[config.mk]
export PLATFORM = sky130hd
export DESIGN_NAME = multi_tick_gen_flat
export DESIGN_NICKNAME = d
export VERILOG_FILES = /design/src/rtl/multi_tick_gen_if.sv /design/src/rtl/multi_tick_gen.sv /design/src/flat_wrapper.sv
export SDC_FILE = /design/constraint.sdc
export NUM_CORES = 1
export LEC_CHECK = 0
export CAP_MARGIN = 10
export CORE_AREA = 2 2 105 107
export DETAILED_ROUTE_END_ITERATION = 10
export DIE_AREA = 0 0 107 109
export PLACE_DENSITY = 0.64
export SYNTH_ARGS = -nofsm -noshare
export SYNTH_HDL_FRONTEND = slang
export SYNTH_SLANG_ARGS = --single-unit
[constraint.sdc]
create_clock -name clk -period 3.3 [get_ports clk]
set_clock_uncertainty 0.05 [all_clocks]
set_input_delay 0.33 -clock clk [delete_from_list [all_inputs] [get_ports clk]]
set_output_delay 0.33 -clock clk [all_outputs]
set_load 0.01 [all_outputs]
[src/rtl/multi_tick_gen_if.sv]
// Control and status bundle for multi_tick_gen: shared enable/restart,
// packed per-channel limits and mode selects in, tick strobes and outputs back.
interface multi_tick_gen_if #(
    parameter int CHANNELS = 4,
    parameter int BITLEN   = 8
);
    logic                       en;
    logic                       restart;
    logic [CHANNELS*BITLEN-1:0] lim;
    logic [CHANNELS-1:0]        mode;
    logic [CHANNELS-1:0]        tick;
    logic [CHANNELS-1:0]        out;

    modport master (
        output en,
        output restart,
        output lim,
        output mode,
        input  tick,
        input  out
    );

    modport slave (
        input  en,
        input  restart,
        input  lim,
        input  mode,
        output tick,
        output out
    );
endinterface

[src/rtl/multi_tick_gen.sv]
// Bank of independent programmable clock dividers. Each channel emits a
// one-cycle tick per wrap and a 50% square wave, selectable per channel.
module multi_tick_gen #(
    parameter int CHANNELS = 4,
    parameter int BITLEN   = 8
) (
    input  logic            clk,
    input  logic            rst,
    multi_tick_gen_if.slave bus
);

    logic [CHANNELS-1:0][BITLEN-1:0] cnt_q, cnt_d;
    logic [CHANNELS-1:0][BITLEN-1:0] lim_q, lim_d;
    logic [CHANNELS-1:0]             tick_q, tick_d;
    logic [CHANNELS-1:0]             tog_q, tog_d;

    // The active limit is only sampled on a wrap or restart, so a limit
    // change never disturbs the period already in progress.
    always_comb begin
        cnt_d  = cnt_q;
        lim_d  = lim_q;
        tog_d  = tog_q;
        tick_d = '0;
        for (int i = 0; i < CHANNELS; i++) begin
            if (bus.restart) begin
                cnt_d[i] = '0;
                lim_d[i] = bus.lim[i*BITLEN +: BITLEN];
                tog_d[i] = 1'b0;
            end else if (bus.en) begin
                if (cnt_q[i] == lim_q[i]) begin
                    cnt_d[i]  = '0;
                    lim_d[i]  = bus.lim[i*BITLEN +: BITLEN];
                    tick_d[i] = 1'b1;
                    tog_d[i]  = ~tog_q[i];
                end else begin
                    cnt_d[i] = cnt_q[i] + BITLEN'(1);
                end
            end
        end
    end

    always_ff @(posedge clk or negedge rst) begin
        if (!rst) begin
            cnt_q  <= '0;
            lim_q  <= '0;
            tick_q <= '0;
            tog_q  <= '0;
        end else begin
            cnt_q  <= cnt_d;
            lim_q  <= lim_d;
            tick_q <= tick_d;
            tog_q  <= tog_d;
        end
    end

    assign bus.tick = tick_q;
    assign bus.out  = (bus.mode & tick_q) | (~bus.mode & tog_q);

endmodule

[src/flat_wrapper.sv]
// flat-port wrapper written by rule: the top's interface ports become plain ports
module multi_tick_gen_flat 
#(
    parameter int CHANNELS = 4,
    parameter int BITLEN   = 8
)
  (clk, rst, bus_en, bus_restart, bus_lim, bus_mode, bus_tick, bus_out);
  multi_tick_gen_if #(.CHANNELS(CHANNELS), .BITLEN(BITLEN)) bus_i ();
  input  logic clk;
  input  logic rst;
  input wire logic [$bits(bus_i.en)-1:0] bus_en;
  input wire logic [$bits(bus_i.restart)-1:0] bus_restart;
  input wire logic [$bits(bus_i.lim)-1:0] bus_lim;
  input wire logic [$bits(bus_i.mode)-1:0] bus_mode;
  output wire logic [$bits(bus_i.tick)-1:0] bus_tick;
  output wire logic [$bits(bus_i.out)-1:0] bus_out;
  assign bus_i.en = bus_en;
  assign bus_i.restart = bus_restart;
  assign bus_i.lim = bus_lim;
  assign bus_i.mode = bus_mode;
  assign bus_tick = bus_i.tick;
  assign bus_out = bus_i.out;
  multi_tick_gen #(.CHANNELS(CHANNELS), .BITLEN(BITLEN)) u_core (.clk(clk), .rst(rst), .bus(bus_i));
endmodule
; ---- Word level (Yosys, flattened, before mapping)
; Index checks and enable logic that the tools add are counted.
[totals]
in_bits = 40
reg_bits = 72
out_inout_bits = 8
elab_cells = 86
[op_classes]
add_sub_neg = 4
reduce_logical = 9
n_mux = 48
n_bitwise = 8
n_eq_ne = 4
[op_table]
columns = operator, count
row1 = $mux 8, 24
row2 = $add 8x1->8 const B, 4
row3 = $eq 8x8->1, 4
row4 = $mux 1, 24
row5 = $reduce_bool 2->1, 5
row6 = $and 4x4->4, 2
row7 = $reduce_and 2->1, 4
row8 = $not 1->1, 4
row9 = $not 4->4, 1
row10 = $or 4x4->4, 1

; ---- Depth between registers and ports, before layout
; Gate-level depths: netlist of run 1.
[logic_depth]
depth_word = 4
depth_mapped = 6
depth_no_buf = 5

; ---- Least setup slack after synthesis of run 1
; No wires, ideal clock.
[synth_timing]
path_type = register -> register
start = register u_core.cnt_q[28] (netlist name)
end = register u_core.lim_q[28] (netlist name)
period_less_slack_ps = 1795
setup_ps = 125
t_arrival_ps = 1620
path_stages_with_launch = 6
slack_ps = 1505
path_buffers = 1
t_required_ps = 3125
path_cell_list = dfrtp_1 > xnor2_1 > nand4_2 > o31ai_4 > buf_6 > mux2_2
[synth_between]
elab_chain_cells = 3
[synth_lines]
columns = element, line
row1 = start: declaration, multi_tick_gen.sv:12  ; logic [CHANNELS-1:0][BITLEN-1:0] cnt_q, cnt_d;
row2 = start signal: assignment, multi_tick_gen.sv:49  ; cnt_q <= cnt_d;
row3 = $eq 8x8->1, multi_tick_gen.sv:30  ; if (cnt_q[i] == lim_q[i]) begin
row4 = $reduce_bool 2->1 (no source line), n/a
row5 = $reduce_and 2->1 (no source line), n/a
row6 = end signal: assignment, multi_tick_gen.sv:50  ; lim_q <= lim_d;
row7 = end: declaration, multi_tick_gen.sv:13  ; logic [CHANNELS-1:0][BITLEN-1:0] lim_q, lim_d;
; No other way between the ends.
; A chain may end at the register's enable or synchronous reset.

; ---- Final worst setup path of run 1
[layout_timing]
start = register u_core.cnt_q[20] (netlist name)
end = register u_core.lim_q[18] (netlist name)
; Same word-level chain as after synthesis.

==> results of run 1 <==
==> registers in the layout, indices dropped and copies added, names as in the netlist <==
signal	flops
u_core.cnt_q	32
u_core.lim_q	32
u_core.bus.tick	4
u_core.tog_q	4
==> logic make-up after synthesis <==
logic type / count (synthesis)
AND/OR/NAND/NOR: 87
buffers and inverters: 17
adder cells (fa/ha/maj): 4
XOR/XNOR: 51
flip-flops: 72
multiplexers: 36
AO/OA/AOI/OAI: 49
==> worst max-delay path, stage by stage, from the launching register on <==
cell	delay (ps)
dfrtp_1	430
xnor2_1	190
nand4_1	290
o31ai_4	670
mux2_2	410
==> layout by cell type (no fill, tap or decap), types with 5 or more instances in the layout <==
cell type	n
mux2_2	31
dfrtp_1	72
a21oi_1	13
o211ai_1	5
o2111ai_1	8
nand4_1	5
clkdlybuf4s50_1	46
xnor2_1	42
nand2_1	25
nor3_1	10
o21ai_0	5
clkbuf_8	10
xor2_1	9
nor2_1	27
buf_4	5
or4_1	6
==> cell usage after synthesis, types with 3 or more instances <==
cell type  number  area (µm²)
mux2_4          4       60.06
nor2_1         27       101.4
buf_6           3       33.78
o22ai_1         3       18.77
o31ai_1         4       30.03
o221ai_1        4       35.03
dfrtp_1        72        1802
a21oi_1        13       65.06
inv_1           3       11.26
nand4_2         4       50.05
nand2_1        25       93.84
o211ai_1        5       37.54
xor2_1          9       78.83
o31ai_4         3       63.81
nand3_1         3       15.01
nand4_1         5       31.28
clkbuf_1        6       22.52
xnor2_1        42       367.9
nor3_1         10       50.05
o2111ai_1       8       70.07
mux2_2         31       349.1
or4_1           6       45.04
ha_1            4       50.05
o21ai_0         5       25.02
and4_1          3       26.28
==> power groups by stage <==
stage               sequential (µW)  combinational [µW]  clock [µW]
detailed placement              994                 250           0
global route                    984                 276         765
global placement                991                 244           0
CTS                             976                 252         724
finish                          976                 247         697
floorplan                       981                 162           0
==> layer usage <==
layer	vias to the layer above	routed length (µm)	global-route usage, %
met5	-	0	0
met4	0	85	6.401
met3	9	296	3.347
met2	71	3513	21.79
met1	1274	3307	18.20
li1	1237	-	-
==> cell type report <==
class	count	area, µm²	area share (%)
clock inverters	5	56.30	1.268
repair buffers	53	513.0	11.55
clock buffers	11	141.4	3.183
flip-flops and latches	72	1802	40.56
inverters	3	11.26	0.2535
multi-input cells	227	1743	39.24
well taps	140	175.2	3.944
==> worst max path at each step <==
stage	from	to	slack (ps)	cells after the start
floorplan	u_core.cnt_q[28]	u_core.lim_q[28]	1510	5
global placement	bus_en	u_core.lim_q[16]	980	4
detailed placement	bus_en	u_core.lim_q[7]	890	4
CTS	u_core.cnt_q[20]	u_core.lim_q[18]	1110	4
global route	u_core.cnt_q[25]	u_core.lim_q[31]	970	4
finish	u_core.cnt_q[20]	u_core.lim_q[18]	1140	4
==> metrics by stage <==
stage	hold WS (ps)	util (%)
2_1_floorplan	-15.59	-
3_3_place_gp	366.0	39.93
3_5_place_dp	388.6	39.93
4_1_cts	477.0	41.89
5_1_grt	494.8	41.89
6_report	464.9	41.89
==> metrics.txt, run 1 <==
Worst Hold Launch=u_core.lim_q[20]; die height=109 µm; fin crit share=65.35%; combinational share of power=12.9%; WS Path Type=flop to flop; postcts setup bufs=0; DRT Pass-1 Iters=6; Post-Synth Adder-Cell Area=1.377%; post-route total power=1920 µW; WL/cell=14.09 µm; TritonCTS clock tree=built; Synth cell types=35; fin. max-slew vios=0; worst-margin pin slew=726.4 ps; post-synthesis async set-or-reset flop share=100.0%; Worst Path Required=3490 ps; CTS H-tree depth=3; Seq/Total Area, Yosys=49.57%; Pleak=0.001702 µW; clock tree buffer depth=2; die width=107 µm; Initial Util=34.28%; fin crit period=2157 ps; synthesis-stage register bit count=72; vias in the first global route=2,617; hold path depth=1; critical path data arrival time=2350 ps; largest family of logic cells by synthesized area=XOR/XNOR gates; MaxCap Viol Count=0; YS warnings=0; Fin Setup TNS=0 ps; Hold EP=u_core.lim_q[20]; mux contribution to synthesized area=11.57%; Place WS=890.3 ps; Post-synth EDFFs=0; CP startpoint kind=flop; worst reg-to-reg path cell count=4; Worst-path clk slew=70 ps; Crit Path Max Fanout=15; share of cells above drive strength 1=17.25%; diode count=0; complex-gate fraction of the synthesized area=10.67%; Synth Area per Inst=11.50 µm²; Clk pwr share=36.3%; CTS Sinks=72; final WL=7202 µm; mapped cell area=3635 µm²; I/O pin total=48; root buf cell=clkbuf_8; normalized max-slew margin=51.57%; Peak supply drop=0.0001650 V; Final Hold Viols=0; Main synth FF type=dfrtp_1; FP Rows=38; RSZ-0062 raised after global routing=no; vias post-DR=2,591; crit end category=flop; post-synthesis simple-gate area fraction=12.05%; drt drc=0; global route overflow=0; Worst R2R Start=u_core.cnt_q[20]; Via density=5.070; R2R Setup Slk=1140 ps; cts bufs inserted=9; initial antenna violation count=0; Syn Nets=360; DRT iter0 DRCs=98; Power Density=432.3 nW/µm²; Placed Area=4234 µm²; Fill cells=995; post-synthesis xor/xnor area fraction=12.29%; Die ar.=11,660 µm²; DP Cell Count=494; Post-CTS Hold Buffers=1; P&R area growth vs syn=22.20%; Layout Nets=410; remaining antenna violation count after routing=0; Final Cell Area=4442 µm²; run status=finished, final reports clean; internal power=1436 µW; final setup fails=0; latest clock arrival within the worst-skew pair=350 ps; first-pass GRT wire length=12,640 µm; Core ar.=10,600 µm²; cts repair resizes=0; fmax=463.7 MHz; Hold Path Class=flop to flop; r2r endpoint=u_core.lim_q[18]; synthesized instance count=316; HPWL Detailed=5050 µm; maximum number of pins on one net before global-route repair=34; worst setup margin=1143 ps; switching part of the total=25.22%; overall routing resource usage=13.88%; Seq pwr share=50.8%; NetSw=484.3 µW; IO buf count=47; Final Non-Filler Cells=511; RePlAce Congestion=0.7661
Note: power is estimated with default switching activity, not from simulation.
==> run 2, diff against run 1 <==
Clock period 3.3 ns to 2.3 ns, I/O delays scaled along.
==> run 2 against run 1 <==
Net effect: register-to-register slack lost 830 ps; routed wire length is essentially flat; count of clock-buffer cells in the layout is 2 lower; setup slack worse by 830 ps; sequential power up 43%.
==> metrics.txt, run 2 (same netlist as run 1, synthesis figures left out) <==
run status=finished, final reports clean; worst-margin pin slew=787.2 ps (+60.72 ps); final WL=7196 µm (about the same); P&R area growth vs syn=25.27%; Worst Path Required=2480 ps (-1010 ps); remaining antenna violation count after routing=0 (unchanged); hold_ws=431.2 ps (-33.67 ps); crit-path cells=xnor2_1 > nand4_1 > o31ai_4 > buf_4 > mux2_2; crit end category=flop; cts repair resizes=0 (unchanged); commonest non-fill, non-tap cells in the layout=72 x dfrtp_1, 46 x clkdlybuf4s50_1, 42 x xnor2_1; normalized max-slew margin=47.52% (-4.0 points); I/O pin total=48 (unchanged); vias post-DR=2,560 (-1.2%); Crit Path Max Fanout=15 (unchanged); TritonCTS clock tree=built; Pleak=0.001758 µW (+3.3%); IO buf count=47 (unchanged); MaxCap Viol Count=0 (unchanged); initial antenna violation count=0 (unchanged); CTS H-tree depth=3 (unchanged); global route overflow=0 (unchanged); global routing usage on met1=18.57% (+0.37 points); Final Hold Viols=0 (unchanged); share of cells above drive strength 1=19.05% (+1.8 points); diode count=0 (unchanged); WS Path Type=flop to flop; Core ar.=10,600 µm² (unchanged); fin. max-slew vios=0 (unchanged); vias in the first global route=2,638 (+0.80%); Layout Nets=417 (+1.7%); cell family with the largest share of critical-path delay=flip-flops; latest clock arrival within the worst-skew pair=350 ps (about the same); root buf cell=clkbuf_8; Fin Setup TNS=0 ps (unchanged); HPWL Detailed=5051 µm (about the same); FP Rows=38 (unchanged); CP startpoint kind=flop; Hold Path Class=input port to flop; maximum number of pins on one net before global-route repair=40 (+18%); DRT iter0 DRCs=72 (-27%); fin crit share=86.52% (+21 points); RSZ-0062 raised after global routing=no; max incr delay on CP=430 ps (-240 ps); grt peak-use layer=met2; GR Util met2=21.47% (-0.32 points); final setup fails=0 (unchanged); die width=107 µm (unchanged); Die ar.=11,660 µm² (unchanged); critical path's slowest cell=dfrtp_1; Peak supply drop=0.0002654 V (+61%); Fill cells=1,007 (+1.2%); Initial Util=34.28% (unchanged); fin crit period=1990 ps (-166.7 ps); M3 GR Usage=3.108% (-0.24 points); overall routing resource usage=13.76% (-0.12 points); fmax=502.5 MHz (+8.4%); Buf/Inv on CP=1 (+1); Via density=4.942 (-2.5%); DRT Pass-1 Iters=4 (-2); RePlAce Congestion=0.7575 (-1.1%); top flop regs=u_core.cnt_q x32, u_core.lim_q x32; critical path data arrival time=2170 ps (-180 ps); drt drc=0 (unchanged); die height=109 µm (unchanged); Worst-path clk slew=70 ps (about the same); multi-input logic area=1743 µm² (unchanged); CTS Sinks=72 (unchanged); WL/cell=13.89 µm (-1.4%); most common cell after layout, fill and taps aside=dfrtp_1; cts bufs inserted=9 (unchanged); first-pass GRT wire length=12,650 µm (about the same); clock tree buffer depth=2 (unchanged); Power Density=655.6 nW/µm² (+52%); register area=1802 µm² (unchanged)
==> run 2: cell count changes in the layout (fill, tap and decap cells not counted), sizes merged <==
cell / delta
buf: +7
bufinv: +2
clkbuf: -2
==> run 2: through the flow <==
step	utilization [%]	std cells	setup slack [ps]	total power, µW	cell area [µm²]
finish	42.94	518	310.1	2985	4553
global route	42.94	518	163.2	3132	4553
CTS	42.94	518	269.4	3014	4553
detailed placement	40.55	501	141.8	1798	4299
global placement	40.55	501	223.4	1788	4299
floorplan	-	316	505.2	1640	3635
==> run 2: what timing repair did <==
| action | CTS | global route |
|---|---|---|
| hold buffers | 1 | 0 |
| hold endpoints to repair | 33 | 0 |
| buffers inserted | 0 | 0 |
==> run 2: report_power, final <==
part	internal (µW)	switching, µW
sequential	1340	61.9
clock	722	494
combinational	206	165
total	2260	721
==> run 2: final timing paths <==
| check | cells past startpoint | endpoint | slack, ps | from |
|---|---|---|---|---|
| max reg2reg | 5 | u_core.lim_q[18] | 310 | u_core.cnt_q[20] |
| min reg2reg | 1 | u_core.lim_q[20] | 460 | u_core.lim_q[20] |
| max in group asynchronous | 3 | u_core.lim_q[29] | 1070 | rst |
| min | 2 | u_core.lim_q[20] | 430 | bus_lim[20] |
| min in group asynchronous | 2 | u_core.lim_q[3] | 450 | rst |
| max | 5 | u_core.lim_q[18] | 310 | u_core.cnt_q[20] |
==> run 2: area by class of cell <==
cell class | count | share of cell area [%]
flip-flops and latches | 72 | 39.57
repair buffers | 60 | 12.70
multi-input cells | 227 | 38.28
clock buffers | 9 | 2.721
clock inverters | 7 | 2.638
inverters | 3 | 0.2473
well taps | 140 | 3.847
==> run 2: per-layer routing <==
layer | share of wire, % | vias up
met5 | 0 | -
met4 | 1.4 | 0
met3 | 3.3 | 10
met2 | 47 | 48
met1 | 49 | 1251
li1 | - | 1251
